### config.mk
export PLATFORM = sky130hd
export DESIGN_NAME = mem_bus_arbiter
export DESIGN_NICKNAME = d
export VERILOG_FILES = /design/src/rtl/mem_arb_pkg.sv /design/src/rtl/mem_arb_timer.sv /design/src/rtl/mem_bus_arbiter.sv
export SDC_FILE = /design/constraint.sdc
export NUM_CORES = 1
export LEC_CHECK = 0
export CAP_MARGIN = 25
export CORE_ASPECT_RATIO = 0.5
export CORE_UTILIZATION = 30
export DETAILED_ROUTE_END_ITERATION = 12
export PLACE_DENSITY = 0.67
export SYNTH_ARGS = -nofsm -noshare
export SYNTH_HDL_FRONTEND = slang
export SYNTH_SLANG_ARGS = --single-unit
### constraint.sdc
create_clock -name clk -period 1.6 [get_ports clk]
set_input_delay 0.32 -clock clk [delete_from_list [all_inputs] [get_ports clk]]
set_output_delay 0.32 -clock clk [all_outputs]
set_load 0.02 [all_outputs]
### src/rtl/mem_arb_pkg.sv
// Shared encodings for the two-master memory bus arbiter: FSM states and master indices.
package mem_arb_pkg;

  typedef enum logic [1:0] {
    IDLE = 2'b00,
    BUSY = 2'b01,
    RESP = 2'b10
  } state_t;

  localparam logic M0 = 1'b0;
  localparam logic M1 = 1'b1;

endpackage

### src/rtl/mem_arb_timer.sv
// BUSY-phase watchdog: counts while enabled, clears on demand and flags the last allowed cycle.
// A TIMEOUT_CYCLES of 0 disables the watchdog; expired then stays 0.
module mem_arb_timer #(
  parameter int unsigned TIMEOUT_CYCLES = 255
) (
  input  logic clk,
  input  logic rst_n,
  input  logic clr,
  input  logic en,
  output logic expired
);

  localparam int unsigned CNT_W = (TIMEOUT_CYCLES < 2) ? 1 : $clog2(TIMEOUT_CYCLES);
  localparam logic [CNT_W-1:0] LAST = CNT_W'(TIMEOUT_CYCLES - 1);

  logic [CNT_W-1:0] count;

  // NOTE: sequential state uses non-blocking assignments and resets asynchronously on rst_n low.
  always_ff @(posedge clk or negedge rst_n) begin
    if (!rst_n) begin
      count <= '0;
    end else if (clr) begin
      count <= '0;
    end else if (en) begin
      count <= count + 1'b1;
    end
  end

  assign expired = (TIMEOUT_CYCLES != 0) && (count == LAST);

endmodule

### src/rtl/mem_bus_arbiter.sv
// Two-master, one-transaction-at-a-time memory bus arbiter with a timeout on stalled accesses.
// Define ARB_ROUND_ROBIN_EN for round-robin tie-breaking; otherwise m0 has fixed priority.
module mem_bus_arbiter
  import mem_arb_pkg::*;
#(
  parameter int unsigned ADDR_WIDTH     = 32,
  parameter int unsigned DATA_WIDTH     = 32,
  parameter int unsigned TIMEOUT_CYCLES = 255
) (
  input  logic                  clk,
  input  logic                  rst_n,
  input  logic                  m0_rd_en_i,
  input  logic                  m0_wr_en_i,
  input  logic [ADDR_WIDTH-1:0] m0_addr_i,
  input  logic [DATA_WIDTH-1:0] m0_data_i,
  output logic [DATA_WIDTH-1:0] m0_data_o,
  output logic                  m0_ack_o,
  output logic                  m0_err_o,
  input  logic                  m1_rd_en_i,
  input  logic                  m1_wr_en_i,
  input  logic [ADDR_WIDTH-1:0] m1_addr_i,
  input  logic [DATA_WIDTH-1:0] m1_data_i,
  output logic [DATA_WIDTH-1:0] m1_data_o,
  output logic                  m1_ack_o,
  output logic                  m1_err_o,
  output logic                  mem_rd_en_o,
  output logic                  mem_wr_en_o,
  output logic [ADDR_WIDTH-1:0] mem_addr_o,
  output logic [DATA_WIDTH-1:0] mem_data_o,
  input  logic [DATA_WIDTH-1:0] mem_data_i,
  input  logic                  mem_ack_i
);

  state_t                state, state_nxt;
  logic                  owner;
  logic                  op_wr;
  logic                  err_q;
  logic [ADDR_WIDTH-1:0] addr_q;
  logic [DATA_WIDTH-1:0] wdata_q;
  logic [DATA_WIDTH-1:0] m0_data_q, m1_data_q;
  logic [DATA_WIDTH-1:0] cap_data;
  logic                  req0, req1;
  logic                  grant;
  logic                  timer_expired;
  logic                  done;

  assign req0 = m0_rd_en_i | m0_wr_en_i;
  assign req1 = m1_rd_en_i | m1_wr_en_i;

`ifdef ARB_ROUND_ROBIN_EN
  logic rr_ptr;

  assign grant = (req0 && req1) ? rr_ptr : (req0 ? M0 : M1);

  // Hand the next tie to whoever did not just finish.
  always_ff @(posedge clk or negedge rst_n) begin
    if (!rst_n) begin
      rr_ptr <= M0;
    end else if (state == RESP) begin
      rr_ptr <= ~owner;
    end
  end
`else
  assign grant = req0 ? M0 : M1;
`endif

  mem_arb_timer #(
    .TIMEOUT_CYCLES(TIMEOUT_CYCLES)
  ) u_timer (
    .clk    (clk),
    .rst_n  (rst_n),
    .clr    (state != BUSY),
    .en     (state == BUSY),
    .expired(timer_expired)
  );

  // An acknowledge always beats a timeout landing in the same cycle.
  assign done     = mem_ack_i || timer_expired;
  assign cap_data = (mem_ack_i && !op_wr) ? mem_data_i : '0;

  // NOTE: combinational blocks assign every output a default first so no latch is inferred.
  always_comb begin
    state_nxt = state;
    unique case (state)
      IDLE:    if (req0 || req1) state_nxt = BUSY;
      BUSY:    if (done) state_nxt = RESP;
      RESP:    state_nxt = IDLE;
      default: state_nxt = IDLE;
    endcase
  end

  always_ff @(posedge clk or negedge rst_n) begin
    if (!rst_n) begin
      state     <= IDLE;
      owner     <= M0;
      op_wr     <= 1'b0;
      err_q     <= 1'b0;
      addr_q    <= '0;
      wdata_q   <= '0;
      m0_data_q <= '0;
      m1_data_q <= '0;
    end else begin
      state <= state_nxt;
      if (state == IDLE && (req0 || req1)) begin
        owner   <= grant;
        op_wr   <= (grant == M1) ? m1_wr_en_i : m0_wr_en_i;
        addr_q  <= (grant == M1) ? m1_addr_i  : m0_addr_i;
        wdata_q <= (grant == M1) ? m1_data_i  : m0_data_i;
      end
      if (state == BUSY && done) begin
        err_q <= !mem_ack_i;
        if (owner == M1) m1_data_q <= cap_data;
        else             m0_data_q <= cap_data;
      end
    end
  end

  assign mem_rd_en_o = (state == BUSY) && !op_wr;
  assign mem_wr_en_o = (state == BUSY) &&  op_wr;
  assign mem_addr_o  = addr_q;
  assign mem_data_o  = wdata_q;

  assign m0_ack_o  = (state == RESP) && (owner == M0) && !err_q;
  assign m0_err_o  = (state == RESP) && (owner == M0) &&  err_q;
  assign m1_ack_o  = (state == RESP) && (owner == M1) && !err_q;
  assign m1_err_o  = (state == RESP) && (owner == M1) &&  err_q;
  assign m0_data_o = m0_data_q;
  assign m1_data_o = m1_data_q;

endmodule

==> results of run 1 <==
[cell families after synthesis]
group | share of synthesized area
compound gates | 0.05278
xor+xnor | 0.003564
fa+ha+maj | 0.003393
buf+inv | 0.03920
flops | 0.4785
mux | 0.3041
simple gates | 0.1184
[how the worst max path moves through the flow]
stage / cells after the start / slack, ns / end
2_1_floorplan: 5 / 0.03 / mem_addr_o[10]
3_3_place_gp: 5 / -0.46 / mem_data_o[23]
3_5_place_dp: 5 / -0.48 / mem_data_o[23]
4_1_cts: 2 / -0.12 / m0_ack_o
5_1_grt: 3 / -0.15 / m1_ack_o
6_report: 2 / -0.10 / m0_ack_o
[sequential cells by signal, summed over array words and instances (netlist names)]
name	flops
mem_addr_o	32
op_wr	1
state	2
m0_data_o	32
u_timer.count	8
owner	1
m1_data_o	32
mem_data_o	32
err_q	1
[routing by layer]
metal	track usage	part of all wire	wire length, um	vias up
li1	-	-	-	2724
met1	0.2094	0.43	9539	2902
met2	0.3086	0.52	11520	103
met3	0.04986	0.032	708	28
met4	0.05479	0.020	440	0
met5	0	0	0	-
[through the flow]
stage          setup WS [ns]  instances  total power, W
3_3_place_gp         -0.4574       1202         0.01768
6_report             -0.1000       1258         0.02253
5_1_grt              -0.1513       1258         0.02377
2_1_floorplan        0.02525        588         0.01272
4_1_cts              -0.1246       1252         0.02207
3_5_place_dp         -0.4822       1202         0.01790
[repair_timing]
action	4_1_cts	5_1_grt
cloned	6	5
setup endpoints to repair	198	132
hold buffers	1	0
endpoints found under the hold margin	37	0
pin swaps	4	2
resized for setup	207	66
buffers inserted	12	3
[synth_stat cells, drive strengths merged (3+ instances only)]
cell      n
o21ai    67
inv       3
mux2    128
nand2b   65
nand3     4
nor2     10
buf      24
and3b    33
clkbuf   20
mux2i    65
or3       3
a21oi     4
dfrtp   141
[report_power, final]
part	internal (W)	switching (W)
logic	0.00621	0.00571
registers	0.00527	0.00115
clock network	0.00265	0.00153
[cell type report]
| cell class | instances | share of cell area |
|---|---|---|
| Multi-Input combinational cell | 400 | 0.3119 |
| Clock buffer | 26 | 0.04282 |
| Tap cell | 336 | 0.03535 |
| Timing Repair Buffer | 347 | 0.3034 |
| Sequential cell | 141 | 0.2969 |
| Clock inverter | 5 | 0.008731 |
| Inverter | 3 | 0.0009468 |
[critical path, delay by kind of cell, from the launching register on]
kind	cells	cell delay [ns]
buffers and inverters	1	0.20
DFF	1	0.44
and+or+nand+nor	1	0.32
==> run metrics, run 1 <==
area share of the largest cell type after synthesis 0.4785; Ys Warns 0; Final HPWL DP 14620 um; Port Buffers 300; status finished with violations; Fillers 2185; most common cell after layout, fill and taps aside clkdlybuf4s50_1; root buf cell clkbuf_16; critical setup path kind reg2out; slew margin rel. 0.7061; Final Wtd Congestion 0.8085; r2r worst-path depth 5; CP Max Fanout 6; Synth area leader dfrtp_1; RSZ-0062 raised after global routing yes; mean cell area of the mapped netlist between 10 and 15 um2; Nets 1079; period utilization 1.063; ys flop type dfrtp_1; skew final about 0.0089 ns; CP endpoint kind primary output; CP cell instances nor4b_2 -> buf_4; Multi-input gate area 3710 um2; fmax ~590 MHz; mapped cell area about 7400 um2; number of global-route vias before repair 6065; Die Y about 110 um; Initial Util 0.3063; worst reg2reg endpoint mem_data_o[2]; Via-to-Cell Ratio 4.576; die width 223.7 um; Critical Path AT 1.38 ns; TNS Setup -1.920 ns; Hold WS 0.3836 ns; share of cells above drive strength 1 0.2397; Worst-path clk slew 0.06 ns; synthesized flop and latch total 141; CTS tree built; Clk Latency, worst-skew pair 0.43 ns; most frequent cells in the layout clkdlybuf4s50_1 (161), dfrtp_1 (139), dlygate4sd2_1 (131); largest net degree at the start of global routing 92; Post-synth EDFFs 0; sequential-to-total area share from yosys stat 0.4785; final core utilization 0.4941; launch point of the worst reg-to-reg path state[0]; antenna violations before repair 0; measured slew at the worst slew-check pin roughly 0.44 ns; crit start category flop; ant diodes 0; CTS Sinks 141; r2r setup slk -0.05 ns; Synth area leaders dfrtp_1 (48%), mux2_2 (13%), mux2i_1 (8.8%); DRC Markers 0; endpoints failing setup 68; Worst EP required 1.28 ns; minimum clock period 1.700 ns; Placed Instance Area 10880 um2; final worst slack -0.1000 ns; first-pass GRT wire length ~34000 um; Critical path origin state[0]; grt ovf 0; Post-Synthesis Cells 588; Die ar. 25250 um2; Bufs on Longest Clock Path 2; Slowest-stage cell, CP dfrtp_2; drt initial violations 281; Peak supply drop 0.7666 mV; core area 24070 um2; drt pass-1 iters 4; FP Rows 40; Yosys cell types 36; Crit path largest cell delay 0.44 ns; DR vias 5757; Hold Vio Cnt, Final 0; WL per Instance 17.66 um; register area roughly 3500 um2; I/O pin cnt 301; fin. max-slew vios 0; HP Class in2async; FFs w/ async S/R, synth 1.000; Finished Cell Area 11890 um2; Syn Nets between 700 and 800; PD cells 1894 nW/um2; leak pwr 5.087 nW; Routed WL 22210 um; failing checks setup timing; GRT Util Overall 0.1759; H-tree levels 4; area grow syn2layout 61.31%; CTS Buf Count 17; DRT antenna net count 0; Max-Cap Viols 0
(Power assumes the default switching activity.)
==> run 2, diff against run 1 <==
- CORE_ASPECT_RATIO: 0.5 -> unset
==> run metrics, run 2 (synthesis gave the netlist of run 1 again) <==
CTS Sinks 141 (unchanged); Finished Cell Area 11850 um2 (-0.41%); Via-to-Cell Ratio 4.644 (+1.5%); Clk Latency, worst-skew pair 0.42 ns (about the same); grt ovf 0 (unchanged); fin. max-slew vios 0 (unchanged); Worst EP required 1.88 ns (+0.60 ns); largest net degree at the start of global routing 67 (-27%); first-pass GRT wire length 35160 um (+3.2%); CP Max Fanout 8 (+2); sequential share of power 0.290 (+0.005); sw power 0.008599 W (+2.6%); Hold WS 0.3439 ns (-0.03968 ns); status finished with violations; drt initial violations 226 (-20%); Bufs on Longest Clock Path 2 (unchanged); Fillers 2212 (+1.2%); CP endpoint kind flop; Placed Instance Area 10880 um2 (unchanged); most frequent cells in the layout clkdlybuf4s50_1 (162), dfrtp_1 (137), dlygate4sd2_1 (130); most common cell after layout, fill and taps aside clkdlybuf4s50_1; DRC Markers 0 (unchanged); die width 158.8 um (-29%); r2r worst-path depth 7 (+2); root buf cell clkbuf_16; PD cells 1882 nW/um2 (-0.61%); share of cells above drive strength 1 0.2497 (+0.01003); measured slew at the worst slew-check pin 0.3112 ns (-0.1297 ns); slew margin rel. 0.7933 (+0.08726); drt pass-1 iters 4 (unchanged); number of global-route vias before repair 6150 (+1.4%); RSZ-0062 raised after global routing yes; core area 24180 um2 (+0.43%); DRT antenna net count 0 (unchanged); Max-Cap Viols 0 (unchanged); critical setup path kind reg2reg; skew final 0.01178 ns (+0.002865 ns); Nets 1081 (+0.19%); endpoints failing setup 118 (+74%); FP Rows 57 (+43%); Final HPWL DP 15070 um (+3.1%); GRT Util Overall 0.1781 (+0.002184); failing checks setup timing; Critical path origin state[0]; ant diodes 0 (unchanged); DR vias 5800 (+0.75%); Worst-path clk slew 0.07 ns (about the same); Die Y 158.8 um (+41%); minimum clock period 1.675 ns (-0.02483 ns); crit start category flop; CTS Buf Count 17 (unchanged); Logic pwr share 0.522 (-0.007); antenna violations before repair 1 (+1); launch point of the worst reg-to-reg path state[0]; period utilization 1.047 (-0.01552); r2r setup slk -0.08 ns (-0.03 ns); Die ar. 25210 um2 (-0.15%); worst slack, placed -0.4907 ns (-0.008517 ns); Hold Vio Cnt, Final 0 (unchanged); Final Wtd Congestion 0.7482 (-7.5%); clock share of power 0.188 (+0.002); Total Power 0.02230 W (-1.0%); H-tree levels 4 (unchanged); leak pwr 5.072 nW (-0.28%); Internal 0.01370 W (-3.1%); area grow syn2layout 60.65%; Critical Path AT 1.96 ns (+0.58 ns); final worst slack -0.07519 ns (+0.02483 ns); HP Class in2async; Port Buffers 300 (unchanged); Peak supply drop 0.9059 mV (+18%); Routed WL 22650 um (+2.0%); worst reg2reg endpoint m0_data_o[30]; switch share 0.3857 (+0.01347); I/O pin cnt 301 (unchanged); fmax 596.9 MHz (+1.5%); Initial Util 0.3050 (-0.001316); WL per Instance 18.14 um (+2.7%); CTS tree built
[run 2: layout make-up]
| cell class | instances | area [um2] | share of cell area |
|---|---|---|---|
| inverter | 3 | 11.26 | 0.0009507 |
| clock buffer | 18 | 439.2 | 0.03708 |
| sequential | 141 | 3533 | 0.2983 |
| clock inverter | 14 | 173.9 | 0.01468 |
| timing repair buffer | 349 | 3558 | 0.3004 |
| multi-input combinational | 400 | 3724 | 0.3144 |
| tap | 324 | 405.4 | 0.03422 |
[run 2: metal layers]
metal | vias to the layer above | share of wire | track usage
met2 | 197 | 0.50 | 0.3042
met1 | 2851 | 0.42 | 0.2174
li1 | 2738 | - | -
met5 | - | 0.00057 | 0
met4 | 2 | 0.0087 | 0.04369
met3 | 12 | 0.064 | 0.05408
[run 2: how the worst max path moves through the flow]
stage,slack [ns],cells after the start,end
final,-0.08,7,m0_data_o[30]
after global routing,-0.16,7,m0_data_o[4]
after CTS,-0.22,2,m0_err_o
after detailed placement,-0.49,5,mem_addr_o[14]
after global placement,-0.46,5,mem_addr_o[14]
after floorplan,0.03,5,mem_addr_o[10]
[run 2: power groups by stage]
stage	clock (W)	sequential [W]	combinational (W)
after floorplan	0	0.00832	0.00440
after detailed placement	0	0.00649	0.0115
after global placement	0	0.00647	0.0113
final	0.00420	0.00646	0.0116
after CTS	0.00431	0.00642	0.0108
after global routing	0.00447	0.00672	0.0124
[run 2: repair_timing]
item / CTS / global route
gates resized for setup: 170 / 56
hold buffers: 1 / 0
hold endpoints to repair: 19 / 0
cloned: 4 / 5
pin swaps: 5 / 4
setup buffers: 5 / 5
endpoints found under the setup margin: 198 / 123
[run 2: per-stage QoR]
step,TNS [ns],util,std cells
floorplan,0,-,588
detailed placement,-30.83,0.4501,1197
global placement,-28.98,0.4501,1197
finish,-4.068,0.4899,1249
global route,-13.16,0.4899,1249
CTS,-0.9477,0.4759,1239
[run 2: worst max-delay path: stages (launching register included)]
cell,delay (ns)
dfrtp_2,0.44
buf_4,0.15
buf_4,0.11
nor3b_4,0.20
buf_4,0.18
clkbuf_16,0.18
mux2i_1,0.17
o21ai_0,0.10
